==> src/rtl/obi_mgr_be_if.sv <==
// Command, OBI A/R channel and response signals of the byte-enabled OBI manager.
// Latency: none, wires only.
// Backpressure: cmd/rsp use valid/ready; OBI A uses req/gnt and R uses rvalid/rready.
interface obi_mgr_be_if #(
    parameter int ADDR_WIDTH = 32,
    parameter int DATA_WIDTH = 32
);
    // command port
    logic                    cmd_valid_i;
    logic                    cmd_ready_o;
    logic [ADDR_WIDTH-1:0]   cmd_addr_i;
    logic                    cmd_we_i;
    logic [DATA_WIDTH/8-1:0] cmd_be_i;
    logic [DATA_WIDTH-1:0]   cmd_wdata_i;
    // OBI A channel
    logic                    obi_req_o;
    logic                    obi_gnt_i;
    logic [ADDR_WIDTH-1:0]   obi_addr_o;
    logic                    obi_we_o;
    logic [DATA_WIDTH/8-1:0] obi_be_o;
    logic [DATA_WIDTH-1:0]   obi_wdata_o;
    // OBI R channel
    logic                    obi_rvalid_i;
    logic                    obi_rready_o;
    logic [DATA_WIDTH-1:0]   obi_rdata_i;
    logic                    obi_err_i;
    // response port
    logic                    rsp_valid_o;
    logic                    rsp_ready_i;
    logic [DATA_WIDTH-1:0]   rsp_rdata_o;
    logic                    rsp_err_o;
    logic                    rsp_we_o;

    // manager side
    modport master (
        input  cmd_valid_i, cmd_addr_i, cmd_we_i, cmd_be_i, cmd_wdata_i,
        input  obi_gnt_i, obi_rvalid_i, obi_rdata_i, obi_err_i, rsp_ready_i,
        output cmd_ready_o, obi_req_o, obi_addr_o, obi_we_o, obi_be_o, obi_wdata_o,
        output obi_rready_o, rsp_valid_o, rsp_rdata_o, rsp_err_o, rsp_we_o
    );

    // environment side: command source, OBI slave and response sink
    modport slave (
        output cmd_valid_i, cmd_addr_i, cmd_we_i, cmd_be_i, cmd_wdata_i,
        output obi_gnt_i, obi_rvalid_i, obi_rdata_i, obi_err_i, rsp_ready_i,
        input  cmd_ready_o, obi_req_o, obi_addr_o, obi_we_o, obi_be_o, obi_wdata_o,
        input  obi_rready_o, rsp_valid_o, rsp_rdata_o, rsp_err_o, rsp_we_o
    );
endinterface

==> src/rtl/obi_mgr_be.sv <==
// Byte-enabled OBI manager: one command becomes one OBI transaction, responses are buffered in order.
// Latency: obi_req_o one cycle after command accept; response visible one cycle after the R handshake.
// Backpressure: cmd_ready_o drops while a request is pending or MAX_OUTSTANDING are in flight; obi_rready_o drops when the response FIFO is full.
module obi_mgr_be #(
    parameter int ADDR_WIDTH      = 32,
    parameter int DATA_WIDTH      = 32,
    parameter int MAX_OUTSTANDING = 2,
    parameter int RSP_DEPTH       = 2
) (
    input  logic           clk_i,
    input  logic           reset_ni,
    obi_mgr_be_if.master   bus,
    output logic           proto_err_o
);

    localparam int BE_WIDTH = DATA_WIDTH / 8;
    localparam int CW       = $clog2(MAX_OUTSTANDING + 1);
    localparam int TW       = 1 << CW;
    localparam int PW       = $clog2(RSP_DEPTH);
    localparam int OW       = PW + 1;

    localparam logic [CW-1:0] MAX_CNT  = CW'(MAX_OUTSTANDING);
    localparam logic [OW-1:0] FULL_OCC = OW'(RSP_DEPTH);

    typedef enum logic [0:0] {
        IDLE = 1'b0,
        REQ  = 1'b1
    } state_e;

    typedef struct packed {
        logic [DATA_WIDTH-1:0] rdata;
        logic                  err;
        logic                  we;
    } rsp_t;

    // A-channel state and held request fields
    state_e                 state_q, state_d;
    logic [ADDR_WIDTH-1:0]  addr_q, addr_d;
    logic                   we_q, we_d;
    logic [BE_WIDTH-1:0]    be_q, be_d;
    logic [DATA_WIDTH-1:0]  wdata_q, wdata_d;

    // outstanding tracking: count plus per-transaction we bits, oldest at bit 0
    logic [CW-1:0]          cnt_q, cnt_d;
    logic [TW-1:0]          trk_q, trk_d;
    logic [CW-1:0]          trk_idx;

    // response FIFO
    rsp_t                   rsp_mem_q [RSP_DEPTH];
    rsp_t                   rsp_mem_d [RSP_DEPTH];
    logic [PW-1:0]          wptr_q, wptr_d;
    logic [PW-1:0]          rptr_q, rptr_d;
    logic [OW-1:0]          occ_q, occ_d;
    rsp_t                   rsp_head;

    logic                   proto_err_q, proto_err_d;

    // handshake qualifiers
    logic                   cmd_ready;
    logic                   obi_req;
    logic                   obi_rready;
    logic                   rsp_full;
    logic                   rsp_valid;
    logic                   a_hs;
    logic                   r_hs;
    logic                   rsp_pop;

    // A-channel FSM: capture a command in IDLE, present it in REQ until granted
    always_comb begin
        state_d   = state_q;
        addr_d    = addr_q;
        we_d      = we_q;
        be_d      = be_q;
        wdata_d   = wdata_q;
        cmd_ready = 1'b0;
        obi_req   = 1'b0;
        case (state_q)
            IDLE: begin
                cmd_ready = (cnt_q < MAX_CNT);
                if (bus.cmd_valid_i && cmd_ready) begin
                    addr_d  = bus.cmd_addr_i;
                    we_d    = bus.cmd_we_i;
                    be_d    = bus.cmd_be_i;
                    wdata_d = bus.cmd_wdata_i;
                    state_d = REQ;
                end
            end
            REQ: begin
                obi_req = 1'b1;
                if (bus.obi_gnt_i) begin
                    state_d = IDLE;
                end
            end
            default: begin
                state_d = IDLE;
            end
        endcase
    end

    // R-channel acceptance depends only on registered count and FIFO occupancy
    always_comb begin
        rsp_full   = (occ_q == FULL_OCC);
        rsp_valid  = (occ_q != '0);
        obi_rready = (cnt_q != '0) && !rsp_full;
        a_hs       = obi_req && bus.obi_gnt_i;
        r_hs       = bus.obi_rvalid_i && obi_rready;
        rsp_pop    = rsp_valid && bus.rsp_ready_i;
    end

    // outstanding count and we tracking; a response retires the oldest entry first
    always_comb begin
        cnt_d   = cnt_q;
        trk_d   = trk_q;
        trk_idx = cnt_q;
        case ({a_hs, r_hs})
            2'b10:   cnt_d = cnt_q + 1'b1;
            2'b01:   cnt_d = cnt_q - 1'b1;
            default: cnt_d = cnt_q;
        endcase
        if (r_hs) begin
            trk_d   = trk_q >> 1;
            trk_idx = cnt_q - 1'b1;
        end
        if (a_hs) begin
            trk_d[trk_idx] = we_q;
        end
    end

    // response FIFO bookkeeping; pointers wrap naturally since the depth is a power of two
    always_comb begin
        rsp_mem_d = rsp_mem_q;
        wptr_d    = wptr_q;
        rptr_d    = rptr_q;
        occ_d     = occ_q;
        if (r_hs) begin
            rsp_mem_d[wptr_q] = '{rdata: bus.obi_rdata_i, err: bus.obi_err_i, we: trk_q[0]};
            wptr_d            = wptr_q + 1'b1;
        end
        if (rsp_pop) begin
            rptr_d = rptr_q + 1'b1;
        end
        case ({r_hs, rsp_pop})
            2'b10:   occ_d = occ_q + 1'b1;
            2'b01:   occ_d = occ_q - 1'b1;
            default: occ_d = occ_q;
        endcase
        rsp_head = rsp_mem_q[rptr_q];
    end

    // a response with nothing outstanding is a slave protocol violation; remember it until reset
    always_comb begin
        proto_err_d = proto_err_q;
        if (bus.obi_rvalid_i && (cnt_q == '0)) begin
            proto_err_d = 1'b1;
        end
    end

    // state registers with synchronous active-low reset
    always_ff @(posedge clk_i) begin
        if (!reset_ni) begin
            state_q     <= IDLE;
            addr_q      <= '0;
            we_q        <= 1'b0;
            be_q        <= '0;
            wdata_q     <= '0;
            cnt_q       <= '0;
            trk_q       <= '0;
            rsp_mem_q   <= '{default: '0};
            wptr_q      <= '0;
            rptr_q      <= '0;
            occ_q       <= '0;
            proto_err_q <= 1'b0;
        end else begin
            state_q     <= state_d;
            addr_q      <= addr_d;
            we_q        <= we_d;
            be_q        <= be_d;
            wdata_q     <= wdata_d;
            cnt_q       <= cnt_d;
            trk_q       <= trk_d;
            rsp_mem_q   <= rsp_mem_d;
            wptr_q      <= wptr_d;
            rptr_q      <= rptr_d;
            occ_q       <= occ_d;
            proto_err_q <= proto_err_d;
        end
    end

    assign bus.cmd_ready_o  = cmd_ready;
    assign bus.obi_req_o    = obi_req;
    assign bus.obi_addr_o   = addr_q;
    assign bus.obi_we_o     = we_q;
    assign bus.obi_be_o     = be_q;
    assign bus.obi_wdata_o  = wdata_q;
    assign bus.obi_rready_o = obi_rready;
    assign bus.rsp_valid_o  = rsp_valid;
    assign bus.rsp_rdata_o  = rsp_head.rdata;
    assign bus.rsp_err_o    = rsp_head.err;
    assign bus.rsp_we_o     = rsp_head.we;
    assign proto_err_o      = proto_err_q;

endmodule

==> src/flat_wrapper.sv <==
// flat-port wrapper written by rule: the top's interface ports become plain ports
module obi_mgr_be_flat 
#(
    parameter int ADDR_WIDTH      = 32,
    parameter int DATA_WIDTH      = 32,
    parameter int MAX_OUTSTANDING = 2,
    parameter int RSP_DEPTH       = 2
)
  (clk_i, reset_ni, proto_err_o, bus_cmd_valid_i, bus_cmd_addr_i, bus_cmd_we_i, bus_cmd_be_i, bus_cmd_wdata_i, bus_obi_gnt_i, bus_obi_rvalid_i, bus_obi_rdata_i, bus_obi_err_i, bus_rsp_ready_i, bus_cmd_ready_o, bus_obi_req_o, bus_obi_addr_o, bus_obi_we_o, bus_obi_be_o, bus_obi_wdata_o, bus_obi_rready_o, bus_rsp_valid_o, bus_rsp_rdata_o, bus_rsp_err_o, bus_rsp_we_o);
  obi_mgr_be_if #(.ADDR_WIDTH(ADDR_WIDTH), .DATA_WIDTH(DATA_WIDTH)) bus_i ();
  input  logic clk_i;
  input  logic reset_ni;
  output logic proto_err_o;
  input wire logic [$bits(bus_i.cmd_valid_i)-1:0] bus_cmd_valid_i;
  input wire logic [$bits(bus_i.cmd_addr_i)-1:0] bus_cmd_addr_i;
  input wire logic [$bits(bus_i.cmd_we_i)-1:0] bus_cmd_we_i;
  input wire logic [$bits(bus_i.cmd_be_i)-1:0] bus_cmd_be_i;
  input wire logic [$bits(bus_i.cmd_wdata_i)-1:0] bus_cmd_wdata_i;
  input wire logic [$bits(bus_i.obi_gnt_i)-1:0] bus_obi_gnt_i;
  input wire logic [$bits(bus_i.obi_rvalid_i)-1:0] bus_obi_rvalid_i;
  input wire logic [$bits(bus_i.obi_rdata_i)-1:0] bus_obi_rdata_i;
  input wire logic [$bits(bus_i.obi_err_i)-1:0] bus_obi_err_i;
  input wire logic [$bits(bus_i.rsp_ready_i)-1:0] bus_rsp_ready_i;
  output wire logic [$bits(bus_i.cmd_ready_o)-1:0] bus_cmd_ready_o;
  output wire logic [$bits(bus_i.obi_req_o)-1:0] bus_obi_req_o;
  output wire logic [$bits(bus_i.obi_addr_o)-1:0] bus_obi_addr_o;
  output wire logic [$bits(bus_i.obi_we_o)-1:0] bus_obi_we_o;
  output wire logic [$bits(bus_i.obi_be_o)-1:0] bus_obi_be_o;
  output wire logic [$bits(bus_i.obi_wdata_o)-1:0] bus_obi_wdata_o;
  output wire logic [$bits(bus_i.obi_rready_o)-1:0] bus_obi_rready_o;
  output wire logic [$bits(bus_i.rsp_valid_o)-1:0] bus_rsp_valid_o;
  output wire logic [$bits(bus_i.rsp_rdata_o)-1:0] bus_rsp_rdata_o;
  output wire logic [$bits(bus_i.rsp_err_o)-1:0] bus_rsp_err_o;
  output wire logic [$bits(bus_i.rsp_we_o)-1:0] bus_rsp_we_o;
  assign bus_i.cmd_valid_i = bus_cmd_valid_i;
  assign bus_i.cmd_addr_i = bus_cmd_addr_i;
  assign bus_i.cmd_we_i = bus_cmd_we_i;
  assign bus_i.cmd_be_i = bus_cmd_be_i;
  assign bus_i.cmd_wdata_i = bus_cmd_wdata_i;
  assign bus_i.obi_gnt_i = bus_obi_gnt_i;
  assign bus_i.obi_rvalid_i = bus_obi_rvalid_i;
  assign bus_i.obi_rdata_i = bus_obi_rdata_i;
  assign bus_i.obi_err_i = bus_obi_err_i;
  assign bus_i.rsp_ready_i = bus_rsp_ready_i;
  assign bus_cmd_ready_o = bus_i.cmd_ready_o;
  assign bus_obi_req_o = bus_i.obi_req_o;
  assign bus_obi_addr_o = bus_i.obi_addr_o;
  assign bus_obi_we_o = bus_i.obi_we_o;
  assign bus_obi_be_o = bus_i.obi_be_o;
  assign bus_obi_wdata_o = bus_i.obi_wdata_o;
  assign bus_obi_rready_o = bus_i.obi_rready_o;
  assign bus_rsp_valid_o = bus_i.rsp_valid_o;
  assign bus_rsp_rdata_o = bus_i.rsp_rdata_o;
  assign bus_rsp_err_o = bus_i.rsp_err_o;
  assign bus_rsp_we_o = bus_i.rsp_we_o;
  obi_mgr_be #(.ADDR_WIDTH(ADDR_WIDTH), .DATA_WIDTH(DATA_WIDTH), .MAX_OUTSTANDING(MAX_OUTSTANDING), .RSP_DEPTH(RSP_DEPTH)) u_core (.clk_i(clk_i), .reset_ni(reset_ni), .bus(bus_i), .proto_err_o(proto_err_o));
endmodule
==> config.mk <==
export PLATFORM = sky130hd
export DESIGN_NAME = obi_mgr_be_flat
export DESIGN_NICKNAME = d
export VERILOG_FILES = /design/src/rtl/obi_mgr_be_if.sv /design/src/rtl/obi_mgr_be.sv /design/src/flat_wrapper.sv
export SDC_FILE = /design/constraint.sdc
export NUM_CORES = 1
export LEC_CHECK = 0
export BUFFER_PORTS_ARGS = -buffer_cell sky130_fd_sc_hd__buf_2
export CAP_MARGIN = 20
export CORE_AREA = 4 4 105 127
export DETAILED_ROUTE_END_ITERATION = 10
export DIE_AREA = 0 0 109 131
export GPL_ROUTABILITY_DRIVEN = 0
export GPL_TIMING_DRIVEN = 0
export PLACE_DENSITY = 0.78
export SLEW_MARGIN = 20
export SYNTH_ARGS = -nofsm -noshare
export SYNTH_HDL_FRONTEND = slang
export SYNTH_SLANG_ARGS = --single-unit
==> constraint.sdc <==
create_clock -name clk_i -period 2.92 [get_ports clk_i]
set_clock_uncertainty 0.15 [all_clocks]
set_input_delay 0.584 -clock clk_i [delete_from_list [all_inputs] [get_ports clk_i]]
set_output_delay 0.584 -clock clk_i [all_outputs]
set_load 0.005 [all_outputs]
==> results of run 1 <==
## power groups by stage
stage	Combinational [mW]	Clock, mW	Sequential, mW
6_report	1.68	2.29	2.48
5_1_grt	1.90	2.43	2.51
4_1_cts	1.70	2.33	2.48
3_5_place_dp	1.69	0	2.52
3_3_place_gp	1.67	0	2.51
2_1_floorplan	1.06	0	2.51
## path summary, 6_finish.rpt
check,to,slack (ns),depth (start not counted)
max,bus_rsp_we_o,0.21,4
min,u_core.bus.obi_addr_o[3]$_SDFFE_PN0P_,0.25,3
max reg2reg,u_core.occ_q[1]$_SDFFE_PN0P_,0.58,8
min reg2reg,u_core.bus.obi_addr_o[26]$_SDFFE_PN0P_,0.30,2
## area by class of cell
| class | instances | area [um2] |
|---|---|---|
| tap | 161 | 201 |
| clock inverter | 12 | 179 |
| clock buffer | 19 | 443 |
| multi-input combinational | 509 | 2540 |
| timing repair buffer | 215 | 1080 |
| inverter | 4 | 15.0 |
| fill | 1076 | 4370 |
| buffer | 51 | 249 |
| sequential | 149 | 2980 |
## critical path: cells and delay by family (launching register included)
family                 cells  cell delay [ns]
buffers and inverters      3             0.88
DFF                        1             0.31
muxes                      1             0.38
## kinds of logic (layout without fill, tap and decap cells)
group / after synthesis / after routing / synth area share
mux: 38 / 38 / 0.0733
compound gates: 153 / 153 / 0.136
flops: 149 / 149 / 0.516
xor+xnor: 5 / 5 / 0.00757
simple gates: 310 / 310 / 0.215
fa+ha+maj: 3 / 3 / 0.00649
buf+inv: 55 / 301 / 0.0456
## flip-flops by register name (all words and copies together) (netlist names), 2 cells and up
| signal | flops |
|---|---|
| u_core.bus.obi_wdata_o | 32 |
| u_core.cnt_q | 2 |
| u_core.rsp_mem_q | 68 |
| u_core.bus.obi_addr_o | 32 |
| u_core.bus.obi_be_o | 4 |
| u_core.occ_q | 2 |
| u_core.trk_q | 4 |
## metal layers
layer | track usage | wire length [um]
met5 | 0 | 0
met4 | 0.0684 | 180
met3 | 0.103 | 1650
met2 | 0.397 | 8060
met1 | 0.260 | 6340
## synthesized netlist by cell type, drive strengths merged
| master | number |
|---|---|
| nand2b | 4 |
| nor4bb | 1 |
| nand2 | 280 |
| mux2 | 35 |
| inv | 3 |
| a21oi | 145 |
| and4b | 1 |
| buf | 24 |
| a211o | 1 |
| clkinv | 1 |
| a311oi | 3 |
| and2 | 2 |
| or3 | 2 |
| mux2i | 3 |
| ha | 3 |
| nand4 | 1 |
| or4 | 3 |
| a211oi | 1 |
| nor3 | 1 |
| o21ai | 3 |
| or2 | 1 |
| xor2 | 3 |
| nor2 | 7 |
| xnor2 | 2 |
| clkbuf | 27 |
| and3 | 1 |
| nor2b | 2 |
| nor4b | 1 |
| nand3 | 3 |
| dfxtp | 149 |
## through the flow
step,util,hold WS [ns],instance area [um2],worst slack (ns)
floorplan,-,0.283,5780,0.858
global placement,0.586,0.289,7060,0.619
detailed placement,0.586,0.293,7060,0.595
CTS,0.637,0.236,7680,0.167
global route,0.637,0.235,7680,0.101
finish,0.637,0.249,7680,0.211
==> impl_metrics.py, run 1 <==
metrics = {
    "outcome": {
        "status": "completed",
    },
    "worst_setup_path": {
        "crit_path_cell_trace": "clkbuf_1 -> buf_2 -> mux2_2 -> buf_2",
        "r2r-start": "u_core.cnt_q[0]$_SDFFE_PN0P_",
        "crit_path_frequent_cell": "buf_2",
        "crit_start": "u_core.rptr_q$_SDFFE_PN0P_",
        "critPathCaptureType": "output port",
        "crit_type": "reg -> out",
        "critPathMaxFanout": 10,
        "cpPeakStageDelay_ns": 0.38,
        "critPathSlowestCell": "mux2_2",
        "cp.arrival_ns": 1.97,
        "crit_required_ns": 2.19,
        "start_kind": "register",
    },
    "timing": {
        "period_share": 0.928,
        "rsz0062_at_grt": "no",
        "setup_violations": 0,
        "maxSlewViolCount": 0,
        "finalHoldViolCount": 0,
        "worst_pin_slew_ns": 0.615,
        "max_freq_mhz": 369,
        "period_needed_ns": 2.71,
        "setup_tns_ns": 0,
        "slew_headroom": 0.590,
    },
    "synthesis": {
        "synth-seq-cells": 149,
        "syn_area_um2": 5780,
        "synthCells": 713,
        "synth.area.top_cells": "dfxtp_1 (52%), nand2_1 (18%), a21oi_1 (12%)",
        "yosysSeqAreaShare": 0.516,
        "synthesis.nets": 824,
        "syn_avg_cell_area_um2": 8.11,
        "yosys.area.top_type": "dfxtp_1",
        "synth_top_area_share": 0.516,
        "synth_cell_types": 34,
        "yosysWarnings": 0,
    },
    "power": {
        "ir_worst_vdd_mv": 0.411,
        "p_leak_nw": 3.41,
        "sw_frac_of_total": 0.305,
        "pwr-share-comb": 0.261,
        "pwr-share-seq": 0.384,
        "clkPwrFrac": 0.355,
        "p_per_area_nw_per_um2": 840,
        "power.switching_mw": 1.97,
        "finalPower_mw": 6.45,
        "p_int_mw": 4.49,
    },
    "clock_network": {
        "cts_tree": "yes",
        "post_cts_buffers": 0,
        "htreeDepth": 4,
        "numCtsBuffers": 17,
        "cts_resized": 0,
        "cts_buffer_depth": 2,
        "root_buffer": "clkbuf_16",
        "holdBufCountCts": 0,
        "path_clk_slew_ns": 0.06,
        "insertion_delay_ns": 0.41,
        "cts_sinks": 149,
    },
    "route": {
        "vias": 5521,
        "drt_pre_antenna_iters": 4,
        "drtAntennaViolNets": 0,
        "viasPerCell": 4.93,
        "wl_per_cell_um": 14.5,
        "drtIter0Drc": 340,
        "finalWirelength_um": 16200,
        "drc_errors": 0,
    },
    "final_layout": {
        "drive_above_1_share": 0.321,
        "layout_common_cells": "nand2_1 (280), buf_2 (234), dfxtp_1 (149), a21oi_1 (144), mux2_2 (35)",
        "area_growth_pct": 32.8,
        "insertedDiodeCount": 0,
        "layout_commonest_cell": "nand2_1",
        "stdcell_count": 1120,
        "fin_nets": 1058,
    },
    "global_route": {
        "gr-total-overflow": 0,
        "grt_usage": 0.232,
        "grt_max_degree": 17,
        "antenna_found_initial": 0,
        "grt_pass1_wl_um": 26100,
        "first_global_vias": 5548,
    },
    "job": {
        "max_cap_viol_count": 0,
    },
    "die": {
        "die_w_um": 109,
        "dieArea_um2": 14300,
        "ios": 216,
        "dieHeight_um": 131,
        "core-area_um2": 12100,
        "num_rows": 44,
        "initial_core_util": 0.480,
    },
    "min_path": {
        "hold_start": "bus_cmd_addr_i[3]",
        "hp-class": "in -> reg",
    },
    "placement": {
        "io_buffers": 215,
        "dp_hpwl_um": 12100,
        "place_inst": 1089,
    },
}
Power figures use the tool's default switching activity.
==> run 2: changes to the inputs <==
Settings changed: ABC_AREA set to 1, CORE_AREA 4 4 105 127 to 4 4 104 126, DIE_AREA 0 0 109 131 to 0 0 108 130, PLACE_DENSITY 0.78 to 0.79.
==> impl_metrics.py, run 2 <==
metrics = {
    "final_layout": {
        "layout_common_cells": "buf_2 (231), nor2_1 (219), o21ai_0 (170), dfxtp_1 (149), nand2_1 (59)",
        "regMostFlops": "u_core.rsp_mem_q",
        "stdcell_area_um2": 7610,
        "fin_nets": 1115,
        "area_growth_pct": 32.2,
        "drive_above_1_share": 0.273,
        "layout_commonest_cell": "buf_2",
        "utilization": 0.637,
        "largest_reg_flops": 68,
        "stdcell_count": 1181,
    },
    "clock_network": {
        "holdBufCountCts": 0,
        "cts_tree": "yes",
        "path_clk_slew_ns": 0.07,
        "cts_resized": 0,
        "htreeDepth": 4,
        "cts_buffer_depth": 2,
        "numCtsBuffers": 17,
        "post_cts_buffers": 0,
        "insertion_delay_ns": 0.42,
        "root_buffer": "clkbuf_16",
        "cts_sinks": 149,
    },
    "worst_setup_path": {
        "critPathCaptureType": "output port",
        "cp.arrival_ns": 1.81,
        "start_kind": "register",
        "crit_type": "reg -> out",
        "critPathMaxFanout": 10,
        "crit_required_ns": 2.19,
    },
    "job": {
        "max_cap_viol_count": 0,
    },
    "outcome": {
        "status": "completed",
    },
    "timing": {
        "setup_tns_ns": 0,
        "worst_slack_ns": 0.377,
        "slew_headroom": 0.652,
        "maxSlewViolCount": 0,
        "finalHoldViolCount": 0,
        "rsz0062_at_grt": "no",
        "max_freq_mhz": 393,
        "period_needed_ns": 2.54,
        "worst_pin_slew_ns": 0.523,
        "setup_violations": 0,
        "period_share": 0.871,
    },
    "route": {
        "drtIter0Drc": 360,
        "finalWirelength_um": 16700,
        "viasPerCell": 4.91,
        "vias": 5804,
        "drtAntennaViolNets": 0,
        "wl_per_cell_um": 14.2,
        "drt_pre_antenna_iters": 5,
        "drc_errors": 0,
    },
    "power": {
        "p_leak_nw": 3.61,
        "ir_worst_vdd_mv": 0.580,
        "p_per_area_nw_per_um2": 909,
    },
    "global_route": {
        "grt_max_degree": 17,
        "grt_pass1_wl_um": 25700,
        "first_global_vias": 5461,
        "gr-total-overflow": 0,
        "grt_usage": 0.232,
        "antenna_found_initial": 2,
    },
    "die": {
        "initial_core_util": 0.482,
        "ios": 216,
        "dieArea_um2": 14000,
        "num_rows": 44,
        "core-area_um2": 11900,
        "dieHeight_um": 130,
        "die_w_um": 108,
    },
    "synthesis": {
        "synth_top_family_by_area": "simple AND/OR/NAND/NOR gates",
        "synthMuxAreaShare": 0,
        "synth_xor_xnor_area_share": 0.00304,
        "synthAdderAreaFrac": 0.00652,
        "yosysSeqAreaShare": 0.518,
        "synthArstFlopShare": 0,
        "synth.area.top_cells": "dfxtp_1 (52%), o21ai_0 (15%), nor2_1 (14%)",
        "synthesis.nets": 882,
        "netlist_top_cells_count": "nor2_1 (219), o21ai_0 (170), dfxtp_1 (149), nand2_1 (59), inv_1 (48)",
        "syn_area_um2": 5760,
        "yosys.area.top_type": "dfxtp_1",
        "syn_avg_cell_area_um2": 7.47,
        "synth_cell_types": 20,
        "synth_edf_count": 0,
        "yosys.area_share.simple": 0.200,
        "synthCells": 771,
        "yosysWarnings": 0,
        "synth_most_common_cell": "nor2_1",
        "synth-seq-cells": 149,
        "synth_top_area_share": 0.518,
        "synth-main-ff-cell": "dfxtp_1",
        "synth_compound_area_frac": 0.193,
    },
    "placement": {
        "dp_hpwl_um": 12400,
        "preCtsSetupSlack_ns": 0.738,
        "io_buffers": 214,
        "place_inst": 1146,
        "dpl_cell_area_um2": 7030,
    },
    "min_path": {
        "hp-class": "in -> reg",
    },
}
run 2: cell types whose count changed in the layout (fill, tap and decap cells not counted), sizes merged, moves of 3 or more:
cell / delta
nand2: -218
nand4: +7
bufinv: -3
mux2i: -3
mux2: -35
nand2b: -4
a311oi: -3
nor2: +213
or4: -3
a21oi: -101
diode: +3
o21ai: +175
inv: +54
run 2: area by class of cell:
| class | count | area (um2) |
|---|---|---|
| Timing Repair Buffer | 214 | 1070 |
| Multi-Input combinational cell | 518 | 2320 |
| Inverter | 52 | 198 |
| Tap cell | 161 | 201 |
| Clock inverter | 15 | 146 |
| Fill cell | 1128 | 4340 |
| Clock buffer | 17 | 425 |
| Buffer | 52 | 258 |
| Antenna cell | 3 | 7.51 |
| Sequential cell | 149 | 2980 |
run 2: final timing paths:
kind	to	depth (start not counted)	slack [ns]	startpoint
min	u_core.rsp_mem_q[7]$_SDFFE_PN0P_	3	0.25	bus_obi_rdata_i[5]
max	bus_rsp_rdata_o[20]	5	0.38	u_core.rptr_q$_SDFFE_PN0P_
min reg2reg	u_core.rsp_mem_q[62]$_SDFFE_PN0P_	2	0.29	u_core.rsp_mem_q[62]$_SDFFE_PN0P_
max reg2reg	u_core.occ_q[1]$_SDFFE_PN0P_	10	0.71	u_core.cnt_q[0]$_SDFFE_PN0P_
run 2: critical path, stage by stage, from the launching register on:
cell,delay (ns)
dfxtp_1,0.30
clkbuf_1,0.24
clkbuf_1,0.46
nand2_1,0.09
o21ai_0,0.13
buf_2,0.16
run 2: report_power, final:
| group | total [mW] | internal (mW) | switching [mW] |
|---|---|---|---|
| logic | 2.13 | 0.825 | 1.31 |
| registers | 2.68 | 2.49 | 0.183 |
| clock network | 2.11 | 1.19 | 0.914 |
run 2: through the flow:
stage | power, mW | hold WS (ns)
2_1_floorplan | 3.98 | 0.274
3_3_place_gp | 4.79 | 0.284
3_5_place_dp | 4.85 | 0.288
4_1_cts | 6.95 | 0.239
5_1_grt | 7.37 | 0.255
6_report | 6.91 | 0.247
run 2: logic make-up after synthesis:
family | Yosys count
AND/OR/NAND/NOR | 291
AO/OA/AOI/OAI | 222
flip-flops | 149
buffers and inverters | 104
adder cells (fa/ha/maj) | 3
XOR/XNOR | 2
run 2: routing by layer:
layer / GRT usage / share of wire
met4: 0.101 / 0.024
met1: 0.271 / 0.40
met2: 0.399 / 0.51
met5: 0 / 0
met3: 0.0638 / 0.070
==> run 3: changes to the inputs <==
Settings changed: CELL_PAD_IN_SITES_DETAIL_PLACEMENT set to 1, CELL_PAD_IN_SITES_GLOBAL_PLACEMENT set to 1, CORE_AREA 4 4 104 126 to 4 4 124 150, DIE_AREA 0 0 108 130 to 0 0 128 154, PLACE_DENSITY 0.79 to 0.78.
==> impl_metrics.py, run 3 (synthesis gave the netlist of run 2 again) <==
metrics = {
    "outcome": {
        "status": "completed",
    },
    "die": {
        "dieHeight_um": 154,
        "dieArea_um2": 19700,
        "ios": 216,
        "num_rows": 53,
        "initial_core_util": 0.334,
        "die_w_um": 128,
        "core-area_um2": 17200,
    },
    "clock_network": {
        "holdBufCountCts": 0,
        "cts_buffer_depth": 2,
        "post_cts_buffers": 0,
        "path_clk_slew_ns": 0.06,
        "cts_sinks": 149,
        "cts_tree": "yes",
        "numCtsBuffers": 17,
        "insertion_delay_ns": 0.42,
        "cts_resized": 0,
        "htreeDepth": 4,
        "root_buffer": "clkbuf_16",
    },
    "timing": {
        "finalHoldViolCount": 0,
        "rsz0062_at_grt": "no",
        "period_needed_ns": 2.60,
        "worst_pin_slew_ns": 0.583,
        "maxSlewViolCount": 0,
        "max_freq_mhz": 385,
        "slew_headroom": 0.611,
        "setup_tns_ns": 0,
        "setup_violations": 0,
        "period_share": 0.890,
    },
    "placement": {
        "io_buffers": 214,
        "dp_hpwl_um": 14500,
        "place_inst": 1205,
    },
    "worst_setup_path": {
        "critPathMaxFanout": 10,
        "crit_required_ns": 2.19,
        "start_kind": "register",
        "crit_type": "reg -> out",
        "cp.arrival_ns": 1.86,
        "critPathCaptureType": "output port",
    },
    "min_path": {
        "hp-class": "in -> reg",
    },
    "route": {
        "viasPerCell": 4.74,
        "drtIter0Drc": 254,
        "drc_errors": 0,
        "drt_pre_antenna_iters": 4,
        "finalWirelength_um": 19300,
        "wl_per_cell_um": 15.6,
        "vias": 5858,
        "drtAntennaViolNets": 0,
    },
    "final_layout": {
        "utilization": 0.450,
        "stdcell_count": 1236,
        "drive_above_1_share": 0.270,
        "area_growth_pct": 34.7,
        "multi_input_area_um2": 2320,
        "regArea_um2": 2980,
        "layout_common_cells": "buf_2 (231), nor2_1 (219), o21ai_0 (170), dfxtp_1 (149), nand2_1 (59)",
        "largest_reg_flops": 68,
        "num-fill-cells": 2228,
        "regMostFlops": "u_core.rsp_mem_q",
        "layout_commonest_cell": "buf_2",
        "fin_nets": 1115,
    },
    "global_route": {
        "first_global_vias": 5994,
        "antenna_found_initial": 3,
        "grt_max_degree": 17,
        "grt_pass1_wl_um": 30200,
        "grt_usage": 0.194,
        "gr-total-overflow": 0,
    },
    "power": {
        "power.switching_mw": 2.36,
        "p_leak_nw": 3.65,
        "clkPwrFrac": 0.333,
        "sw_frac_of_total": 0.325,
        "ir_worst_vdd_mv": 0.430,
        "p_per_area_nw_per_um2": 936,
        "pwr-share-seq": 0.369,
        "pwr-share-comb": 0.297,
        "p_int_mw": 4.90,
    },
    "job": {
        "max_cap_viol_count": 0,
    },
}
==> run 3: cell types whose count changed in the layout (fill, tap and decap cells not counted), sizes merged <==
| cell | before | now |
|---|---|---|
| clkinvlp | 4 | 0 |
| clkbuf | 46 | 51 |
| inv | 58 | 52 |
| clkinv | 4 | 3 |
| diode | 3 | 1 |
| bufinv | 1 | 5 |
==> run 3: worst paths after layout <==
kind | end | startpoint | slack [ns] | depth (start not counted)
worst min-delay path | u_core.rsp_mem_q[8]$_SDFFE_PN0P_ | bus_obi_rdata_i[6] | 0.26 | 3
worst max-delay path | bus_rsp_rdata_o[0] | u_core.rptr_q$_SDFFE_PN0P_ | 0.32 | 5
worst min register to register | u_core.rsp_mem_q[37]$_SDFFE_PN0P_ | u_core.rsp_mem_q[37]$_SDFFE_PN0P_ | 0.30 | 2
worst max register to register | u_core.occ_q[1]$_SDFFE_PN0P_ | u_core.cnt_q[0]$_SDFFE_PN0P_ | 0.69 | 10
==> run 3: routing by layer <==
metal  track usage  routed length [um]  vias to the layer above
met5             0                  27                        -
met3        0.0403                 782                       43
met1         0.217                7760                     2737
met4        0.0854                 628                        4
li1              -                   -                     2951
met2         0.351               10100                      123
==> run 3: through the flow <==
stage / power, mW / worst slack, ns / instance area (um2) / hold WS, ns
final: 7.25 / 0.322 / 7750 / 0.257
after global routing: 7.75 / 0.119 / 7750 / 0.262
after CTS: 7.35 / 0.228 / 7750 / 0.245
after detailed placement: 4.91 / 0.633 / 7100 / 0.292
after global placement: 4.84 / 0.653 / 7100 / 0.284
after floorplan: 3.98 / 0.920 / 5760 / 0.274
==> run 3: area by class of cell <==
class                   instances  share of cell area
diodes                          1            0.000323
plain buffers                  52              0.0333
clock buffers                  22              0.0612
clock inverters                 8              0.0223
inverters                      52              0.0255
multi-input cells             518               0.299
flip-flops and latches        149               0.385
well taps                     220              0.0355
repair buffers                214               0.138
==> run 3: power by group through the flow <==
| stage | Clock [mW] | Sequential (mW) | Combinational (mW) |
|---|---|---|---|
| 6_report | 2.42 | 2.68 | 2.16 |
| 2_1_floorplan | 0 | 2.72 | 1.26 |
| 4_1_cts | 2.46 | 2.69 | 2.20 |
| 5_1_grt | 2.56 | 2.73 | 2.46 |
| 3_3_place_gp | 0 | 2.71 | 2.14 |
| 3_5_place_dp | 0 | 2.72 | 2.19 |
==> run 3: critical path, stage by stage, from the launching register on <==
cell and delay (ns):
dfxtp_1 0.30, clkbuf_1 0.23, clkbuf_1 0.48, nand2_1 0.10, o21ai_0 0.15, buf_2 0.18
